[src/rtl/float_accumulator_if.sv]
// Handshake and adder-side bundle for the half-precision accumulator.
// master = term producer / result consumer / adder, slave = accumulator.
interface float_accumulator_if #(
    parameter int CNT_W = 8
);
    logic             in_valid;
    logic             in_ready;
    logic [15:0]      in_data;
    logic             in_last;
    logic [15:0]      add_a;
    logic [15:0]      add_b;
    logic [15:0]      add_res;
    logic             add_ovf;
    logic             add_nan;
    logic             out_valid;
    logic             out_ready;
    logic [15:0]      out_data;
    logic             out_ovf;
    logic             out_nan;
    logic             out_zero;
    logic [CNT_W-1:0] out_count;

    modport master (
        output in_valid, in_data, in_last, out_ready,
        output add_res, add_ovf, add_nan,
        input  in_ready, add_a, add_b, out_valid,
        input  out_data, out_ovf, out_nan, out_zero, out_count
    );

    modport slave (
        input  in_valid, in_data, in_last, out_ready,
        input  add_res, add_ovf, add_nan,
        output in_ready, add_a, add_b, out_valid,
        output out_data, out_ovf, out_nan, out_zero, out_count
    );
endinterface

[src/rtl/float_accumulator.sv]
// Sums a stream of fp16 terms through an external float adder.
// Optional FLOAT_ACC_ABORT_EN adds a synchronous abort input.
module float_accumulator #(
    parameter int CNT_W = 8
) (
    input logic clk,
    input logic rst_n,
`ifdef FLOAT_ACC_ABORT_EN
    input logic abort,
`endif
    float_accumulator_if.slave bus
);
    typedef enum logic [1:0] {
        IDLE,
        ACCUM,
        ADD,
        DONE
    } state_t;

    state_t           state;
    state_t           state_nx;
    logic [15:0]      acc;
    logic [15:0]      term;
    logic             last_q;
    logic [CNT_W-1:0] count;
    logic             ovf;
    logic             nan;
    logic             clr;
    logic             take;
    logic             drain;
    logic             special;

`ifdef FLOAT_ACC_ABORT_EN
    assign clr = abort;
`else
    assign clr = 1'b0;
`endif

    assign take    = bus.in_valid && bus.in_ready && !clr;
    assign drain   = bus.out_valid && bus.out_ready && !clr;
    assign special = &bus.in_data[14:10];

    // state register
    always_ff @(posedge clk or negedge rst_n) begin
        if (!rst_n) begin
            state <= IDLE;
        end else begin
            state <= state_nx;
        end
    end

    // next-state selection; clear overrides every handshake
    always_comb begin
        state_nx = state;
        if (clr) begin
            state_nx = IDLE;
        end else begin
            unique case (state)
                IDLE:    if (take) state_nx = bus.in_last ? DONE : ACCUM;
                ACCUM:   if (take) state_nx = ADD;
                ADD:     state_nx = last_q ? DONE : ACCUM;
                DONE:    if (drain) state_nx = IDLE;
                default: state_nx = IDLE;
            endcase
        end
    end

    // handshake outputs decoded from state
    always_comb begin
        bus.in_ready  = (state == IDLE) || (state == ACCUM);
        bus.out_valid = (state == DONE);
    end

    // accumulator, pending term, term count and sticky flags
    always_ff @(posedge clk or negedge rst_n) begin
        if (!rst_n) begin
            acc    <= '0;
            term   <= '0;
            last_q <= 1'b0;
            count  <= '0;
            ovf    <= 1'b0;
            nan    <= 1'b0;
        end else if (clr) begin
            acc    <= '0;
            term   <= '0;
            last_q <= 1'b0;
            count  <= '0;
            ovf    <= 1'b0;
            nan    <= 1'b0;
        end else begin
            unique case (state)
                IDLE: begin
                    if (take) begin
                        acc   <= bus.in_data;
                        count <= CNT_W'(1);
                        nan   <= special && (|bus.in_data[9:0]);
                        ovf   <= special && !(|bus.in_data[9:0]);
                    end
                end
                ACCUM: begin
                    if (take) begin
                        term   <= bus.in_data;
                        last_q <= bus.in_last;
                    end
                end
                ADD: begin
                    acc <= bus.add_res;
                    ovf <= ovf | bus.add_ovf;
                    nan <= nan | bus.add_nan;
                    if (count != {CNT_W{1'b1}}) begin
                        count <= count + CNT_W'(1);
                    end
                end
                DONE: begin
                    if (drain) begin
                        acc   <= '0;
                        count <= '0;
                        ovf   <= 1'b0;
                        nan   <= 1'b0;
                    end
                end
                default: ;
            endcase
        end
    end

    assign bus.add_a     = acc;
    assign bus.add_b     = term;
    assign bus.out_data  = acc;
    assign bus.out_ovf   = ovf;
    assign bus.out_nan   = nan;
    assign bus.out_zero  = ~|acc[14:0];
    assign bus.out_count = count;
endmodule

[src/flat_wrapper.sv]
// flat-port wrapper written by rule: the top's interface ports become plain ports
module float_accumulator_flat 
#(
    parameter int CNT_W = 8
)
  (clk, rst_n, bus_in_valid, bus_in_data, bus_in_last, bus_out_ready, bus_add_res, bus_add_ovf, bus_add_nan, bus_in_ready, bus_add_a, bus_add_b, bus_out_valid, bus_out_data, bus_out_ovf, bus_out_nan, bus_out_zero, bus_out_count);
  float_accumulator_if #(.CNT_W(CNT_W)) bus_i ();
  input logic clk;
  input logic rst_n;
  input wire logic [$bits(bus_i.in_valid)-1:0] bus_in_valid;
  input wire logic [$bits(bus_i.in_data)-1:0] bus_in_data;
  input wire logic [$bits(bus_i.in_last)-1:0] bus_in_last;
  input wire logic [$bits(bus_i.out_ready)-1:0] bus_out_ready;
  input wire logic [$bits(bus_i.add_res)-1:0] bus_add_res;
  input wire logic [$bits(bus_i.add_ovf)-1:0] bus_add_ovf;
  input wire logic [$bits(bus_i.add_nan)-1:0] bus_add_nan;
  output wire logic [$bits(bus_i.in_ready)-1:0] bus_in_ready;
  output wire logic [$bits(bus_i.add_a)-1:0] bus_add_a;
  output wire logic [$bits(bus_i.add_b)-1:0] bus_add_b;
  output wire logic [$bits(bus_i.out_valid)-1:0] bus_out_valid;
  output wire logic [$bits(bus_i.out_data)-1:0] bus_out_data;
  output wire logic [$bits(bus_i.out_ovf)-1:0] bus_out_ovf;
  output wire logic [$bits(bus_i.out_nan)-1:0] bus_out_nan;
  output wire logic [$bits(bus_i.out_zero)-1:0] bus_out_zero;
  output wire logic [$bits(bus_i.out_count)-1:0] bus_out_count;
  assign bus_i.in_valid = bus_in_valid;
  assign bus_i.in_data = bus_in_data;
  assign bus_i.in_last = bus_in_last;
  assign bus_i.out_ready = bus_out_ready;
  assign bus_i.add_res = bus_add_res;
  assign bus_i.add_ovf = bus_add_ovf;
  assign bus_i.add_nan = bus_add_nan;
  assign bus_in_ready = bus_i.in_ready;
  assign bus_add_a = bus_i.add_a;
  assign bus_add_b = bus_i.add_b;
  assign bus_out_valid = bus_i.out_valid;
  assign bus_out_data = bus_i.out_data;
  assign bus_out_ovf = bus_i.out_ovf;
  assign bus_out_nan = bus_i.out_nan;
  assign bus_out_zero = bus_i.out_zero;
  assign bus_out_count = bus_i.out_count;
  float_accumulator #(.CNT_W(CNT_W)) u_core (.clk(clk), .rst_n(rst_n), .bus(bus_i));
endmodule
[config.mk]
export PLATFORM = sky130hd
export DESIGN_NAME = float_accumulator_flat
export DESIGN_NICKNAME = d
export VERILOG_FILES = /design/src/rtl/float_accumulator_if.sv /design/src/rtl/float_accumulator.sv /design/src/flat_wrapper.sv
export SDC_FILE = /design/constraint.sdc
export NUM_CORES = 1
export LEC_CHECK = 0
export ABC_CLOCK_PERIOD_IN_PS = 2400
export BUFFER_PORTS_ARGS = -buffer_cell sky130_fd_sc_hd__buf_2
export CAP_MARGIN = 20
export CORE_UTILIZATION = 30
export DETAILED_ROUTE_END_ITERATION = 7
export GPL_TIMING_DRIVEN = 0
export MAX_ROUTING_LAYER = met4
export PLACE_DENSITY = 0.53
export RECOVER_POWER = 50
export SLEW_MARGIN = 20
export SYNTH_ARGS = -nofsm -noshare
export SYNTH_HDL_FRONTEND = slang
export SYNTH_SLANG_ARGS = --single-unit
[constraint.sdc]
create_clock -name clk -period 2.4 [get_ports clk]
set_input_delay 0.48 -clock clk [delete_from_list [all_inputs] [get_ports clk]]
set_output_delay 0.48 -clock clk [all_outputs]
set_load 0.01 [all_outputs]
Yosys cells after proc, flatten, opt, wreduce, memory -nomap -nowiden --
Index checks and enable logic that the tools add are counted.
Storage, ports and cells: bits of input ports 39, output and inout bits 61, bits in registers 45, word-level logic and storage cells 52
Operators by class: mux-type cells 18, equality and inequality tests 8, bitwise operators 2, reductions and logical operators 16, add/sub/neg operators 1
Operators with widths (number):
- $pmux 16 s3 | 1
- $mux 16 | 2
- $mux 8 | 3
- $pmux 8 s3 | 1
- $reduce_or 15->1 | 1
- $mux 2 | 5
- $reduce_or 10->1 | 1
- $add 8x1->8 const B | 1
- $ne 8x8->1 const B | 1
- $pmux 2 s4 | 1
- $ne 2x1->1 const B | 3
- $pmux 1 s3 | 2
- $reduce_and 3->1 | 2
- $reduce_and 5->1 | 1
- $eq 2x2->1 const B | 2
- $logic_and 1x1->1 | 4
- $reduce_and 4->1 | 1
- $mux 1 | 3
- $reduce_bool 3->1 | 1
- $eq 2x1->1 const B | 1
- $logic_not 1->1 | 2
- $logic_not 2->1 | 1
- $ne 2x2->1 const B | 1
- $or 1x1->1 | 2
- 2 further kinds | 2

Depth between registers and ports, before layout --
word-level depth 5, depth in mapped cells 6, gate-level depth less buffers 5

Worst setup path after synthesis --
Ideal clock, no wire load.
path type register to register, start reg u_core.count[0], in the netlist u_core.bus.out_count[0], end reg u_core.count[5], in the netlist u_core.bus.out_count[5], required time 2.327 ns, stages on the path, launching flop included 7, period minus slack after synthesis 1.602 ns, path buffers 1, path slack 0.798 ns, arrival 1.528 ns, path through dfrtp_1 ha_1 nand4_2 or2_1 buf_6 a31o_1 a21oi_2
On the way: word-level cells in the longest chain between the ends 3, elaborated cells between the ends (all ways) 6, those cells by class add/sub (1); eq/ne (2); mux (2); reduce/logical (1)
Ends and longest elaborated chain:
- start: declaration | line float_accumulator.sv:25 | logic [CNT_W-1:0] count;
- start signal: assignment | line float_accumulator.sv:111 | count <= count + CNT_W'(1);
- $add 8x1->8 / $ne 8x8->1 (equally long branches) | line float_accumulator.sv:111, float_accumulator.sv:110
- $mux 8 / $ne 2x1->1 (equally long branches)
- $pmux 8 s3 / $reduce_and 4->1 (equally long branches)
Parallel ways exist; a longest one is shown, timed or not. The select of a mux whose other input is x is not followed. A chain may end at the register's enable or synchronous reset.

Final worst setup path --
start reg u_core.state[1], end out bus_out_valid
On the way: word-level cells in the longest chain between the ends 1
Ends and longest elaborated chain:
- start: declaration | line float_accumulator.sv:20 | state_t state;
- start signal: assignment | line float_accumulator.sv:48 | state <= state_nx;
- $eq 2x2->1 | line float_accumulator.sv:71 | bus.out_valid = (state == DONE);
- end: declaration | line flat_wrapper.sv:20 | output wire logic [$bits(bus_i.out_valid)-1:0] bus_out_valid;
No other way between the ends.

==> out/qor.txt <==
IO Pins - 100
Max-slew headroom - 0.2468
CP required - 1.92 ns
vias in the first global route - 1,859
Hold Vio Cnt, Final - 0
Die Span Y - 89.10 um
status - complete, no violations
Root Buffer - clkbuf_8
Synth area leader - dfrtp_1
Hold WC Path Type - in -> async
Fillers - 782
drt total wl - 6.227 mm
count of final setup violators - 0
total power - 3.844 mW
wire length per cell - 14.86 um
Syn Area/Cell - 10.69 um2
antenna-violating nets left - 0
sequential area share after synthesis - 0.4948
Syn-to-layout area delta - 28.97%
unique cell type count in the Yosys netlist - 43
largest net degree at the start of global routing - 46
syn nets - 253
initial antenna violation count - 0
Max Cap Viol - 0
Post-CTS Resized - 0
period utilization - 0.8695
routed via count - 2,010
GRT Util Overall - 0.1666
Residual DRC - 0
TritonCTS clock tree - done
ys async rst share - 1.000
Max IR drop VDD - 477.0 uV
total core area - 7292 um2
Multi-input gate area - 922.1 um2
final setup TNS - 0 ns
Storage cell area - 1126 um2
final RePlAce weighted congestion - 0.8000
f_max - 479.2 MHz
hold buffer count at CTS - 0
Initial Util - 0.3121
worst-path maximum fanout - 10
Mapped Area - 2276 um2
critical setup path kind - reg -> out
Final min period - 2.087 ns
Largest stage delay, worst path - 0.37 ns
RSZ-0062 raised after global routing - false
crit start category - flop
Worst-Margin Slew - 1.130 ns
Die ar. - 7939 um2
Synth warnings - 0
Worst EP arrival - 1.61 ns
Clock Path Buffers - 2
gr ovfl total - 0
EDFF count, synth - 0
setup bufs post-CTS - 0
diode count - 0
crit-path most repeated cell - buf_2
Starting DRT DRC Count - 52
first-pass GRT wire length - 9.501 mm
Nets - 359
count of final max-slew check failures - 0
input/output buffers - 99
#FFs+latches synth - 45
Synth Flop Type - dfrtp_1
clk sinks - 45
share of layout cells above drive strength 1 - 0.4281
TritonCTS buffer count - 5
Final Worst Setup Slack - 0.3133 ns
Synth top area share - 0.4948
Worst-Skew Late Latency - 0.30 ns
post-synthesis cell count - 213
DPL Wire Length - 4.850 mm
leakage - 1.383 nW
synth top area cells - dfrtp_1 49%, mux2_2 7.9%, nor2_1 6.4%
Crit-path slowest cell - dfrtp_1
final clock skew - 0.006514 ns
chip width - 89.10 um
PwrDens - 1310 nW/um2
H-tree levels - 2
FP Rows - 31
crit path capture type - output port
dpl ws - 0.6067 ns
Pre-antenna DRT Iters - 4
crit-path cells - clkbuf_8 -> inv_2 -> buf_2 -> buf_2 -> nor2_1 -> buf_2
Worst-path clk slew - 0.08 ns
number of vias per cell - 4.797
## sequential cells by signal (all words and copies together), names as in the netlist
register	count
u_core.state	2
u_core.bus.out_ovf	1
u_core.last_q	1
u_core.bus.add_b	16
u_core.bus.add_a	16
u_core.bus.out_nan	1
u_core.bus.out_count	8
## layout by cell type (no fill, tap or decap), drive strengths merged, types with 2 or more instances in the layout
master / Yosys / final
o211ai: 2 / 2
clkbuf: 2 / 31
a21o: 3 / 3
buf: 25 / 101
nor3: 3 / 3
nor2b: 2 / 2
a211oi: 2 / 2
and4: 2 / 2
nor2: 40 / 40
mux2: 17 / 17
inv: 2 / 2
nor4: 5 / 5
a31oi: 4 / 4
dfrtp: 45 / 45
a41oi: 2 / 2
nand3: 3 / 3
clkinv: 0 / 2
nand2: 8 / 8
o21ai: 8 / 8
a221oi: 15 / 15
nand2b: 2 / 2
a21oi: 9 / 9
## cell usage after synthesis, types with 2 or more instances
cell       n
mux2_2    16
o21ai_0    8
nor2_1    39
buf_4     17
nor4_1     5
a221oi_1  15
a41oi_1    2
nand2_1    8
nand2b_1   2
nand3_1    2
a21o_1     2
o211ai_1   2
dfrtp_1   45
a21oi_1    7
a31oi_1    4
a211oi_1   2
nor3_1     3
buf_6      2
buf_2      6
clkbuf_8   2
and4_1     2
## power breakdown
| group | leakage [nW] | switching (mW) | total (mW) | internal, mW |
|---|---|---|---|---|
| clock | 0.0450 | 0.252 | 0.454 | 0.202 |
| sequential | 0.543 | 0.270 | 1.37 | 1.10 |
| combinational | 0.796 | 1.08 | 2.02 | 0.941 |
| total | 1.38 | 1.60 | 3.84 | 2.24 |
## path summary, 6_finish.rpt
path,endpoint,startpoint,depth (start not counted),slack [ns]
hold reg to reg,u_core.last_q$_DFFE_PN0P_,u_core.last_q$_DFFE_PN0P_,1,0.51
min in group clk,u_core.bus.add_a[3]$_DFFE_PN0P_,bus_add_res[3],3,0.42
hold / removal,u_core.bus.add_a[6]$_DFFE_PN0P_,rst_n,1,0.39
setup reg to reg,u_core.bus.add_b[3]$_DFFE_PN0P_,u_core.state[0]$_DFFE_PN0P_,4,0.43
setup / recovery,bus_out_valid,u_core.state[1]$_DFFE_PN0P_,6,0.31
max in group asynchronous,u_core.bus.add_b[6]$_DFFE_PN0P_,rst_n,1,1.32
## per-stage QoR
stage               hold WS, ns  area [um2]  instances    util
CTS                      0.3986        2978        419  0.4084
global placement         0.4842        2895        411  0.3970
detailed placement       0.4872        2895        411  0.3970
global route             0.4349        2935        419  0.4025
finish                   0.3931        2935        419  0.4025
floorplan                0.1844        2276        213       -
## area by class of cell
| type | count | share of cell area |
|---|---|---|
| inverters | 2 | 0.002558 |
| flip-flops and latches | 45 | 0.3836 |
| multi-input cells | 139 | 0.3142 |
| plain buffers | 27 | 0.06948 |
| repair buffers | 99 | 0.1598 |
| clock buffers | 6 | 0.02472 |
| well taps | 99 | 0.04220 |
| clock inverters | 2 | 0.003410 |
## critical path: cells and delay by family (launching register included)
kind / cells / cell delay, ns
buffers and inverters: 5 / 0.84
flip-flops: 1 / 0.37
AND/OR/NAND/NOR: 1 / 0.09
## cell families after synthesis
family          after synthesis  share of synthesized area
fa+ha+maj                     1                   0.005497
mux                          18                    0.08851
buf+inv                      29                    0.09455
simple gates                 70                     0.1528
compound gates               50                     0.1638
flops                        45                     0.4948
## layer usage
| layer | track usage | vias up | share of wire |
|---|---|---|---|
| met5 | - | - | 0 |
| met4 | 0.05916 | 0 | 0.025 |
| met3 | 0.03509 | 13 | 0.039 |
| met2 | 0.2554 | 58 | 0.48 |
| met1 | 0.2181 | 963 | 0.46 |
| li1 | - | 976 | - |
Power figures use the tool's default switching activity.
